$ cat config.mk
export PLATFORM = sky130hd
export DESIGN_NAME = i2s_sample_sequencer
export DESIGN_NICKNAME = d
export VERILOG_FILES = /design/src/rtl/i2s_sample_sequencer.sv
export SDC_FILE = /design/constraint.sdc
export NUM_CORES = 1
export LEC_CHECK = 0
export CAP_MARGIN = 25
export CORE_MARGIN = 5
export CORE_UTILIZATION = 55
export CTS_BUF_LIST = sky130_fd_sc_hd__clkbuf_8
export DETAILED_ROUTE_END_ITERATION = 6
export PLACE_DENSITY = 0.8
export SYNTH_ARGS = -nofsm -noshare
export SYNTH_HDL_FRONTEND = slang
export SYNTH_SLANG_ARGS = --single-unit
$ cat constraint.sdc
create_clock -name clk -period 5 [get_ports clk]
set_clock_uncertainty 0.05 [all_clocks]
set_input_delay 1 -clock clk [delete_from_list [all_inputs] [get_ports clk]]
set_output_delay 1 -clock clk [all_outputs]
set_load 0.005 [all_outputs]
$ cat src/rtl/i2s_sample_sequencer.sv
// i2s_sample_sequencer
//   Buffers packed audio words fetched from memory and hands them out one sample at a time to an
//   I2S writer through a request/ack handshake.
//   - The FIFO holds 2^ADDRESS_WIDTH 32-bit words.
//   - A refill request is issued whenever at least half of the FIFO is free and no refill is
//     outstanding.
//   - 24-bit mode yields one sample per word.
//   - 16-bit mode yields two samples per word, low half first.
//
// Ports
//   clk, rst            : clock (rising edge), asynchronous active-high reset
//   enable              : run when high; when low, flush all state and ignore strobes
//   request_data/size   : one-cycle refill request pulse and the number of words wanted
//   request_finished    : ends the outstanding refill
//   memory_data(_strobe): incoming packed word and its valid strobe
//   audio_data_request  : writer wants the next sample
//   audio_data_ack      : audio_data / audio_channel are valid
//   buffer_level        : words currently buffered
//   underflow/overflow  : sticky error flags, cleared by enable low or rst
//
// Optional feature
//   Define I2S_SEQ_TEST_TONE_EN to add the tone_en input.  While tone_en is high, LOAD returns a
//   per-channel ramp instead of FIFO data.

module i2s_sample_sequencer #(
    parameter int unsigned CHANNELS      = 2,
    parameter int unsigned SAMPLE_WIDTH  = 24,
    parameter int unsigned ADDRESS_WIDTH = 4
) (
    input  logic                     clk,
    input  logic                     rst,
    input  logic                     enable,
`ifdef I2S_SEQ_TEST_TONE_EN
    input  logic                     tone_en,
`endif
    output logic                     request_data,
    output logic [23:0]              request_size,
    input  logic                     request_finished,
    input  logic                     memory_data_strobe,
    input  logic [31:0]              memory_data,
    input  logic                     audio_data_request,
    output logic                     audio_data_ack,
    output logic [23:0]              audio_data,
    output logic [2:0]               audio_channel,
    output logic [ADDRESS_WIDTH:0]   buffer_level,
    output logic                     underflow,
    output logic                     overflow
);

    localparam int unsigned            Depth    = 1 << ADDRESS_WIDTH;
    localparam logic [ADDRESS_WIDTH:0] DepthW   = (ADDRESS_WIDTH + 1)'(Depth);
    localparam logic [ADDRESS_WIDTH:0] HalfW    = (ADDRESS_WIDTH + 1)'(Depth / 2);
    localparam logic [2:0]             LastChan = 3'(CHANNELS - 1);

    typedef enum logic [1:0] {StIdle, StLoad, StAck} state_e;

    state_e                   state_q, state_d;
    logic                     ack_q, ack_d;
    logic [23:0]              data_q, data_d;
    logic [2:0]               chan_q, chan_d;
    logic                     under_q, under_d;
    logic                     over_q, over_d;
    logic                     req_q, req_d;
    logic [23:0]              size_q, size_d;
    logic                     pend_q, pend_d;   // refill outstanding
    logic                     half_q, half_d;   // low 16-bit half of head word already used
    logic [ADDRESS_WIDTH:0]   count_q, count_d;
    logic [ADDRESS_WIDTH-1:0] wr_ptr_q, wr_ptr_d;
    logic [ADDRESS_WIDTH-1:0] rd_ptr_q, rd_ptr_d;
    logic [31:0]              mem_q [Depth];

    logic                     push, pop;
    logic                     fifo_empty, fifo_full;
    logic [ADDRESS_WIDTH:0]   free_space;
    logic [31:0]              rd_word;
    logic                     tone_active;
    logic [23:0]              tone_sample;

`ifdef I2S_SEQ_TEST_TONE_EN
    logic [15:0] ramp_q, ramp_d;
    assign tone_active = tone_en;
    assign tone_sample = {ramp_q + (16'(chan_q) << 12), 8'h00};
`else
    assign tone_active = 1'b0;
    assign tone_sample = '0;
`endif

    always_comb begin
        rd_word    = mem_q[rd_ptr_q];
        fifo_empty = (count_q == '0);
        fifo_full  = (count_q == DepthW);
        free_space = DepthW - count_q;

        state_d  = state_q;
        ack_d    = ack_q;
        data_d   = data_q;
        chan_d   = chan_q;
        under_d  = under_q;
        over_d   = over_q;
        req_d    = 1'b0;
        size_d   = '0;
        pend_d   = pend_q;
        half_d   = half_q;
        count_d  = count_q;
        wr_ptr_d = wr_ptr_q;
        rd_ptr_d = rd_ptr_q;
        push     = 1'b0;
        pop      = 1'b0;
`ifdef I2S_SEQ_TEST_TONE_EN
        ramp_d   = ramp_q;
`endif

        if (!enable) begin
            state_d  = StIdle;
            ack_d    = 1'b0;
            chan_d   = '0;
            under_d  = 1'b0;
            over_d   = 1'b0;
            pend_d   = 1'b0;
            half_d   = 1'b0;
            count_d  = '0;
            wr_ptr_d = '0;
            rd_ptr_d = '0;
        end else begin
            unique case (state_q)
                StIdle: begin
                    if (audio_data_request && !ack_q) begin
                        state_d = StLoad;
                    end
                end
                StLoad: begin
                    state_d = StAck;
                    ack_d   = 1'b1;
                    if (tone_active) begin
                        data_d = tone_sample;
                    end else if (fifo_empty) begin
                        data_d  = '0;
                        under_d = 1'b1;
                    end else if (SAMPLE_WIDTH == 16) begin
                        if (!half_q) begin
                            data_d = {rd_word[15:0], 8'h00};
                            half_d = 1'b1;
                        end else begin
                            data_d = {rd_word[31:16], 8'h00};
                            half_d = 1'b0;
                            pop    = 1'b1;
                        end
                    end else begin
                        data_d = rd_word[23:0];
                        pop    = 1'b1;
                    end
                end
                StAck: begin
                    if (!audio_data_request) begin
                        state_d = StIdle;
                        ack_d   = 1'b0;
                        chan_d  = (chan_q == LastChan) ? 3'd0 : chan_q + 3'd1;
`ifdef I2S_SEQ_TEST_TONE_EN
                        if (tone_en && chan_q == LastChan) begin
                            ramp_d = ramp_q + 16'd1;
                        end
`endif
                    end
                end
                default: state_d = StIdle;
            endcase

            // A full FIFO can still take a word when the head is leaving this cycle.
            push = memory_data_strobe && (!fifo_full || pop);
            if (memory_data_strobe && !push) begin
                over_d = 1'b1;
            end
            count_d  = count_q + (ADDRESS_WIDTH + 1)'(push) - (ADDRESS_WIDTH + 1)'(pop);
            wr_ptr_d = wr_ptr_q + ADDRESS_WIDTH'(push);
            rd_ptr_d = rd_ptr_q + ADDRESS_WIDTH'(pop);

            if (pend_q) begin
                if (request_finished) begin
                    pend_d = 1'b0;
                end
            end else if (free_space >= HalfW) begin
                req_d  = 1'b1;
                size_d = 24'(free_space);
                pend_d = 1'b1;
            end
        end
    end

    // Storage has no reset; emptiness is tracked by count/pointers.
    always_ff @(posedge clk) begin
        if (push) begin
            mem_q[wr_ptr_q] <= memory_data;
        end
    end

    always_ff @(posedge clk or posedge rst) begin
        if (rst) begin
            state_q  <= StIdle;
            ack_q    <= 1'b0;
            data_q   <= '0;
            chan_q   <= '0;
            under_q  <= 1'b0;
            over_q   <= 1'b0;
            req_q    <= 1'b0;
            size_q   <= '0;
            pend_q   <= 1'b0;
            half_q   <= 1'b0;
            count_q  <= '0;
            wr_ptr_q <= '0;
            rd_ptr_q <= '0;
`ifdef I2S_SEQ_TEST_TONE_EN
            ramp_q   <= '0;
`endif
        end else begin
            state_q  <= state_d;
            ack_q    <= ack_d;
            data_q   <= data_d;
            chan_q   <= chan_d;
            under_q  <= under_d;
            over_q   <= over_d;
            req_q    <= req_d;
            size_q   <= size_d;
            pend_q   <= pend_d;
            half_q   <= half_d;
            count_q  <= count_d;
            wr_ptr_q <= wr_ptr_d;
            rd_ptr_q <= rd_ptr_d;
`ifdef I2S_SEQ_TEST_TONE_EN
            ramp_q   <= ramp_d;
`endif
        end
    end

    assign request_data   = req_q;
    assign request_size   = size_q;
    assign audio_data_ack = ack_q;
    assign audio_data     = data_q;
    assign audio_channel  = chan_q;
    assign buffer_level   = count_q;
    assign underflow      = under_q;
    assign overflow       = over_q;

endmodule

==> results of run 1 <==
-- synthesized netlist by cell type, types with 2 or more instances --
library cell  instances
clkbuf_1             19
nand3b_1              3
a21oi_1               4
xnor2_1               8
buf_2                14
and2_1               19
a22oi_1              24
dfrtp_1              52
ha_1                 14
nor2b_1               7
nor3_1                3
o211ai_1             24
nand3_1               3
nor2_1               16
inv_2                 2
nand2b_1              4
mux2i_1              24
edfxtp_1            384
nand2_1              31
buf_4                22
mux4_2               96
xor2_1                4
o21bai_1              3
nor3_2                3
or3b_4                2
inv_1                14
-- per-layer routing --
| metal | share of wire, % | vias to the layer above |
|---|---|---|
| met3 | 8.4 | 60 |
| met1 | 39 | 4312 |
| met4 | 2.2 | 0 |
| li1 | - | 3516 |
| met5 | 0 | - |
| met2 | 50 | 406 |
-- tightest hold or removal path: stages, from the launching register on --
cell,delay (ps)
dfrtp_1,340
nand2_1,50
o211ai_1,70
-- state kept, by name (all words and copies together), names as in the netlist --
signal          count
audio_data_ack      1
pend_q              1
wr_ptr_q            4
rd_ptr_q            4
state_q             2
underflow           1
audio_channel       3
buffer_level        5
overflow            1
mem_q             384
request_data        1
request_size        5
audio_data         24
-- through the flow --
stage / cell area [µm²] / util [%] / worst slack, ps
2_1_floorplan: 16940 / - / 994.3
3_3_place_gp: 18090 / 59.47 / 1298
3_5_place_dp: 18120 / 59.56 / 1264
4_1_cts: 19420 / 63.81 / 1299
5_1_grt: 19460 / 63.97 / 1175
6_report: 19460 / 63.97 / 1337
-- how the worst min path moves through the flow --
stage                               from              to  slack (ps)  cells after the start
after floorplan           audio_data[10]  audio_data[10]         440                      2
after global placement     audio_data[2]   audio_data[2]         440                      2
after detailed placement   audio_data[2]   audio_data[2]         440                      2
after CTS                  audio_data[2]   audio_data[2]         450                      2
after global routing      audio_data[18]  audio_data[18]         480                      2
final                      audio_data[2]   audio_data[2]         450                      2
-- where the power goes --
| part | internal, mW | switching, mW | total, mW | leakage [nW] |
|---|---|---|---|---|
| Sequential | 4.16 | 0.133 | 4.30 | 4.14 |
| Combinational | 0.646 | 0.500 | 1.15 | 1.72 |
| Clock | 1.45 | 1.34 | 2.78 | 0.779 |
-- logic make-up (layout without fill, tap and decap cells) --
family | Yosys count | count (layout)
flops | 436 | 436
mux | 121 | 121
simple gates | 94 | 94
buf+inv | 72 | 240
compound gates | 60 | 60
fa+ha+maj | 15 | 15
xor+xnor | 12 | 12
other cells | 1 | 19
-- final cells by class --
cell class | count | area, µm²
Inverter | 16 | 60.06
Multi-Input combinational cell | 321 | 3806
Clock buffer | 75 | 1032
Tap cell | 396 | 495.5
Sequential cell | 436 | 12840
Clock inverter | 52 | 262.8
Fill cell | 1980 | 10960
Timing Repair Buffer | 97 | 968.4
==> metrics.md, run 1 <==
| Metric | Value |
|---|---|
| Max_cap viols | `0` |
| Core area | `0.03043 mm²` |
| CTS tree | `done` |
| Worst-Skew Late Latency | `590 ps` |
| Final hold violations | `0` |
| Multiplexer share of the synthesized area | `14.31%` |
| Via-to-Cell Ratio | `5.954` |
| HPWL after DPL | `18.64 mm` |
| Slowest stage delay, CP | `520 ps` |
| Final setup violation count | `0` |
| Worst hold path type | `reg2reg` |
| Crit. path cell count | `10` |
| Synth Flop Type | `edfxtp_1` |
| R2R Setup Slk | `1340 ps` |
| WHS | `448.7 ps` |
| Critical Path, Cell by Cell | `inv_1, ha_1, and2_1, ha_1, or3b_4, inv_2, o211a_4, or3b_4, nor2_2, buf_4` |
| Wire per inst | `24.38 µm` |
| Row cnt | `64` |
| Initial antenna violation count | `0` |
| Global routing usage on met1 | `28.59%` |
| Final ANT Viol Nets | `0` |
| Max-slew violation count | `0` |
| Share of post-route cells with drive strength above 1 | `23.77%` |
| Post-Route WL | `33.97 mm` |
| Final net count | `994` |
| Worst path buffer plus inverter count | `3` |
| Critical Path RT | `5180 ps` |
| Number of global-route vias before repair | `8730` |
| DRC | `0` |
| CP top delay family | `simple AND/OR/NAND/NOR gates` |
| Pwr Total | `8.227 mW` |
| CTS Sinks | `436` |
| Largest net degree at the start of global routing | `69` |
| Initial core utilization | `55.43%` |
| Avg Inst Size Synth | `20.80 µm²` |
| RR Endpoint | `mem_q[12][17]` |
| Synth Area in Compound Gates | `2.656%` |
| Final min period | `3663 ps` |
| Met2 Track Usage GR | `33.80%` |
| Gr busiest metal | `met2` |
| Synth Area in Simple Gates | `2.960%` |
| Starting DRT DRC Count | `777` |
| Yosys warns | `0` |
| Setup TNS | `0 ps` |
| Post-CTS Setup Inserts | `0` |
| Overflow after GRT | `0` |
| Post-Layout Cell Count | `1393` |
| Top cell type by total area after synthesis | `edfxtp_1` |
| R2R Path Start | `buffer_level[1]` |
| Number of synthesized flops with an enable pin | `384` |
| Main combinational cell family by area after synthesis | `multiplexers` |
| Area contributors post-synth | `edfxtp_1 (68%), mux4_2 (13%), dfrtp_1 (7.7%)` |
| Inst Count DP | `1264` |
| Post-cts sizing count | `0` |
| Critical Path Start Type | `flop` |
| Max clock buf depth | `3` |
| Port Buffers | `70` |
| Period utilisation layout | `73.26%` |
| All-layer global routing usage | `20.57%` |
| Worst-margin pin slew | `1014 ps` |
| CP arrival | `3850 ps` |
| First-pass GRT wire length | `52.40 mm` |
| Synth-to-Final Area Change | `15.40%` |
| Hold buffers post-CTS | `0` |
| Outcome | `finished clean` |
| Syn Inst Count | `811` |
| Full die area | `0.03427 mm²` |
| Die height | `185.1 µm` |
| Peak VDD IR | `0.0002907 V` |
| DRT Pass-1 Iters | `5` |
| Yosys cell types | `38` |
| Mapped Area | `0.01687 mm²` |
| Vias | `8294` |
| Area share of fa/ha/maj cells after synthesis | `1.157%` |
| Die X | `185.1 µm` |
| Largest fanout on the critical path | `16` |
| Nature of the critical path endpoint | `flop` |
| TritonCTS Buffers | `69` |
| Slowest-stage cell, CP | `nor2_2` |
| Worst-path clk slew | `60 ps` |
| RSZ-0062 raised after global routing | `no` |
| Root Buffer | `clkbuf_8` |
| Area share of the largest cell type after synthesis | `68.36%` |
| Post-synthesis sequential area ratio | `76.08%` |
| Most common cell after layout, fill and taps aside | `edfxtp_1` |
| End of the critical path | `mem_q[12][17]` |
| GP Congestion | `0.7620` |
| Reg2reg path depth | `10` |
| Pwr/cell area | `422.7 mW/mm²` |
| Leakage | `6.642 nW` |
| Post-synth ARST share | `11.93%` |
| Ant. Diodes | `0` |
| Boundary pin count | `98` |
| Register bit total from synthesis | `436` |
| H-Tree Depth | `3` |
| Worst slew margin | `32.19%` |
| Met3 Usage GRT | `4.203%` |
| CP Class | `reg2reg` |
| Max Clock Freq | `273.0 MHz` |
| Most frequent cells in the layout | `edfxtp_1 (384), mux4_2 (96), clkbuf_8 (75)` |
| Post-synthesis xor/xnor area fraction | `0.6231%` |
| CP startpoint | `buffer_level[1]` |
Power figures use the tool's default switching activity.
==> run 2: changes to the inputs <==
Clock period 5 ns to 3.6 ns, I/O delays scaled along.
==> metrics.md, run 2 (synthesis gave the netlist of run 1 again) <==
| Metric | Value |
|---|---|
| Die height | `185.1 µm` |
| CTS tree | `done` |
| Overflow after GRT | `0` |
| Most common cell after layout, fill and taps aside | `edfxtp_1` |
| Max reg flops | `384` |
| Post-Route WL | `34.34 mm` |
| DRT Pass-1 Iters | `5` |
| Peak VDD IR | `0.0003372 V` |
| Wire per inst | `24.22 µm` |
| Worst-margin pin slew | `616.7 ps` |
| Period utilisation layout | `92.03%` |
| Nature of the critical path endpoint | `flop` |
| Max-slew violation count | `0` |
| Slowest-stage cell, CP | `dfrtp_1` |
| Boundary pin count | `98` |
| Pwr Total | `11.75 mW` |
| Share of post-route cells with drive strength above 1 | `27.20%` |
| Root Buffer | `clkbuf_8` |
| HPWL after DPL | `20.23 mm` |
| DRC | `0` |
| Final setup violation count | `0` |
| Slowest stage delay, CP | `420 ps` |
| Worst-path clk slew | `60 ps` |
| Final ANT Viol Nets | `0` |
| Worst hold path type | `reg2reg` |
| Outcome | `finished clean` |
| Final net count | `1020` |
| Vias | `8356` |
| Dpl cell area | `0.01836 mm²` |
| Leakage | `6.764 nW` |
| Top reg by flops | `mem_q` |
| Initial core utilization | `55.43%` |
| All-layer global routing usage | `20.72%` |
| Worst path buffer plus inverter count | `4` |
| Register area | `0.01284 mm²` |
| GP Congestion | `0.7321` |
| CTS Sinks | `436` |
| Final hold violations | `0` |
| Row cnt | `64` |
| Final min period | `3313 ps` |
| Max_cap viols | `0` |
| Largest fanout on the critical path | `5` |
| Most frequent cells in the layout | `edfxtp_1 (384), mux4_2 (96), clkbuf_8 (75)` |
| Multi-input logic area | `0.003837 mm²` |
| Critical Path RT | `4020 ps` |
| Synth-to-Final Area Change | `17.29%` |
| Critical Path, Cell by Cell | `inv_1, ha_1, and2_1, ha_1, or3b_4, nand2_1, and2_1, inv_1, ha_1, inv_1, ha_1, inv_1, fa_2, o21bai_1, a21oi_1, xnor2_1, and2_1` |
| Max clock buf depth | `3` |
| Ant. Diodes | `0` |
| CP arrival | `3740 ps` |
| RSZ-0062 raised after global routing | `no` |
| CP top delay family | `adder cells` |
| Port Buffers | `70` |
| Starting DRT DRC Count | `759` |
| R2R Setup Slk | `290 ps` |
| Initial antenna violation count | `0` |
| First-pass GRT wire length | `52.72 mm` |
| Pwr/cell area | `593.9 mW/mm²` |
| Fillers | `1930` |
| Number of global-route vias before repair | `8856` |
| Critical Path Start Type | `flop` |
| Die X | `185.1 µm` |
| H-Tree Depth | `3` |
| Largest net degree at the start of global routing | `38` |
| CP Class | `reg2reg` |
| Worst slew margin | `58.89%` |
| Final Core Density | `65.02%` |
| Worst-Skew Late Latency | `600 ps` |
| Post-route cell area | `0.01978 mm²` |
| Core area | `0.03043 mm²` |
| Inst Count DP | `1286` |
| TritonCTS Buffers | `70` |
| Setup TNS | `0 ps` |
| Max Clock Freq | `301.9 MHz` |
| Via-to-Cell Ratio | `5.893` |
| Post-Layout Cell Count | `1418` |
| Full die area | `0.03427 mm²` |
-- run 2: cell types whose count changed in the layout (fill, tap and decap cells not counted), sizes merged --
cell	previous run	this run
clkinvlp	1	2
inv	51	42
clkinv	15	21
bufinv	1	3
buf	27	52
-- run 2: worst paths after layout --
| path | from | endpoint | depth (start not counted) |
|---|---|---|---|
| min reg2reg | audio_data[23] | audio_data[23] | 2 |
| min | audio_data[23] | audio_data[23] | 2 |
| min in group asynchronous | rst | audio_data[20] | 2 |
| max in group asynchronous | rst | rd_ptr_q[0] | 3 |
| max reg2reg | buffer_level[0] | buffer_level[4] | 17 |
| max | buffer_level[0] | buffer_level[4] | 17 |
-- run 2: per-layer routing --
metal,GRT usage [%],routed length (µm)
met1,28.79,13400
met2,33.99,17580
met3,4.006,2719
met4,6.430,649
met5,0,0
-- run 2: tightest hold or removal path, stage by stage (launching register included) --
cell and delay (ps):
dfrtp_1 340, nand2_1 50, o211ai_1 70
-- run 2: cell type report --
type,instances,area share (%)
Clock buffer,75,5.218
Multi-Input combinational cell,321,19.40
Inverter,16,0.3036
Clock inverter,52,1.783
Timing Repair Buffer,122,5.894
Tap cell,396,2.504
Sequential cell,436,64.90
-- run 2: power breakdown --
| part | internal, mW | switching (mW) | total [mW] |
|---|---|---|---|
| Combinational | 0.927 | 0.692 | 1.62 |
| Sequential | 5.78 | 0.201 | 5.98 |
| Clock | 2.19 | 1.96 | 4.15 |
-- run 2: through the flow --
step | setup slack, ps | hold slack [ps]
6_report | 287.1 | 444.5
5_1_grt | 23.25 | 468.4
4_1_cts | 126.1 | 443.5
3_5_place_dp | 169.3 | 438.1
3_3_place_gp | 195.4 | 434.7
2_1_floorplan | -12.15 | 440.8
-- run 2: timing repair --
item,in CTS,in global routing
resized for setup,0,2
buffers inserted,0,5
endpoints found under the setup margin,0,1
hold buffers,0,0
==> run 3: changes to the inputs <==
Settings changed: CTS_BUF_LIST sky130_fd_sc_hd__clkbuf_8 to not set.
==> metrics.md, run 3 (synthesis gave the netlist of run 1 again) <==
| Metric | Value |
|---|---|
| Outcome | `finished clean` |
| Most frequent cells in the layout | `edfxtp_1 (384), mux4_2 (96), clkdlybuf4s50_1 (70)` |
| Worst hold path type | `reg2reg` |
| Boundary pin count | `98` |
| Full die area | `0.03427 mm²` |
| Max-slew violation count | `0` |
| Nature of the critical path endpoint | `flop` |
| Initial antenna violation count | `0` |
| Dpl ws | `169.3 ps` |
| CP arrival | `3690 ps` |
| Vias | `8223` |
| Worst-Skew Late Latency | `540 ps` |
| Critical Path RT | `3970 ps` |
| Post-route setup slack | `285.0 ps` |
| DRC | `0` |
| Row cnt | `64` |
| Share of post-route cells with drive strength above 1 | `24.61%` |
| CTS Sinks | `436` |
| R2R Path Start | `buffer_level[0]` |
| First-pass GRT wire length | `53.27 mm` |
| Final setup violation count | `0` |
| Ant. Diodes | `0` |
| Inst Count DP | `1286` |
| Post-Route WL | `35.03 mm` |
| HPWL after DPL | `20.23 mm` |
| Die X | `185.1 µm` |
| Starting DRT DRC Count | `591` |
| Pwr/cell area | `595.2 mW/mm²` |
| Final Core Density | `64.71%` |
| Met2 Track Usage GR | `35.52%` |
| Post-Layout Cell Count | `1367` |
| RSZ-0062 raised after global routing | `no` |
| Global routing usage on met1 | `28.45%` |
| H-Tree Depth | `2` |
| All-layer global routing usage | `21.01%` |
| Gr busiest metal | `met2` |
| Worst-margin pin slew | `627.3 ps` |
| CTS tree | `done` |
| Initial core utilization | `55.43%` |
| Final hold violations | `0` |
| DRT Pass-1 Iters | `5` |
| Max Clock Freq | `301.7 MHz` |
| End of the critical path | `buffer_level[4]` |
| Overflow after GRT | `0` |
| Via-to-Cell Ratio | `6.015` |
| Leakage | `6.614 nW` |
| Synth-to-Final Area Change | `16.73%` |
| Root Buffer | `clkbuf_16` |
| Largest net degree at the start of global routing | `38` |
| Largest fanout on the critical path | `5` |
| Wire per inst | `25.62 µm` |
| Final min period | `3315 ps` |
| Max_cap viols | `0` |
| Final net count | `992` |
| Max clock buf depth | `3` |
| Most common cell after layout, fill and taps aside | `edfxtp_1` |
| GP Congestion | `0.7321` |
| Period utilisation layout | `92.08%` |
| TritonCTS Buffers | `42` |
| R2R Setup Slk | `290 ps` |
| Dpl cell area | `0.01836 mm²` |
| CP Class | `reg2reg` |
| Number of global-route vias before repair | `8686` |
| Max reg flops | `384` |
| Worst-path clk slew | `60 ps` |
| Final ANT Viol Nets | `0` |
| Port Buffers | `70` |
| Post-route cell area | `0.01969 mm²` |
| Hold buffers post-CTS | `0` |
| Worst slew margin | `58.18%` |
| Top reg by flops | `mem_q` |
| CP startpoint | `buffer_level[0]` |
| Critical Path Start Type | `flop` |
| Die height | `185.1 µm` |
| Core area | `0.03043 mm²` |
| RR Endpoint | `buffer_level[4]` |
| Reg2reg path depth | `17` |
| Peak VDD IR | `0.0003982 V` |
| Met3 Usage GRT | `4.124%` |
run 3: cell count changes in the layout (fill, tap and decap cells not counted), moves of 2 or more:
cell / before / now
inv_1: 32 / 12
clkbuf_1: 0 / 8
inv_6: 4 / 2
bufinv_16: 3 / 1
clkbuf_16: 0 / 42
clkinv_2: 11 / 8
clkbuf_8: 75 / 5
run 3: cell type report:
type / count / area (µm²)
flip-flops and latches: 436 / 12840
fillers: 1946 / 10740
multi-input cells: 321 / 3837
repair buffers: 122 / 1166
clock buffers: 55 / 1150
well taps: 396 / 495.5
clock inverters: 21 / 141.4
inverters: 16 / 60.06
run 3: worst min path at each step:
stage	startpoint	to	slack (ps)	cells past startpoint
6_report	audio_data[3]	audio_data[3]	450	2
5_1_grt	audio_data[23]	audio_data[23]	480	2
4_1_cts	audio_data[3]	audio_data[3]	450	2
3_5_place_dp	audio_data[3]	audio_data[3]	440	2
3_3_place_gp	audio_data[3]	audio_data[3]	430	2
2_1_floorplan	audio_data[10]	audio_data[10]	440	2
run 3: stage by stage:
step           hold slack, ps  power, mW  setup TNS, ps
5_1_grt                 479.6      12.20              0
3_3_place_gp            434.7      7.639              0
2_1_floorplan           440.8      6.938         -874.2
4_1_cts                 450.6      11.79              0
3_5_place_dp            438.1      7.695              0
6_report                445.7      11.72              0
run 3: power breakdown:
group / internal [mW] / switching, mW
combinational: 0.927 / 0.697
clock: 2.33 / 1.78
sequential: 5.78 / 0.210
total: 9.03 / 2.69
run 3: worst max-delay path: stages (launching register included):
cell and delay (ps):
dfrtp_1 420, inv_1 70, ha_1 220, and2_1 170, ha_1 200, or3b_4 400
nand2_1 70, and2_1 140, inv_1 50, ha_1 280, inv_1 60, ha_1 150
inv_1 60, fa_2 370, o21bai_1 130, a21oi_1 90, xnor2_1 120, and2_1 150
run 3: routing by layer:
metal	wire length, µm	part of all wire, %	vias up
li1	-	-	3503
met1	13420	38	4292
met2	18030	51	362
met3	2684	7.7	66
met4	888	2.5	0
met5	0	0	-
run 3: what timing repair did:
action                     CTS  global route
setup endpoints to repair    0             1
resized for setup            0             2
setup buffers                0             5
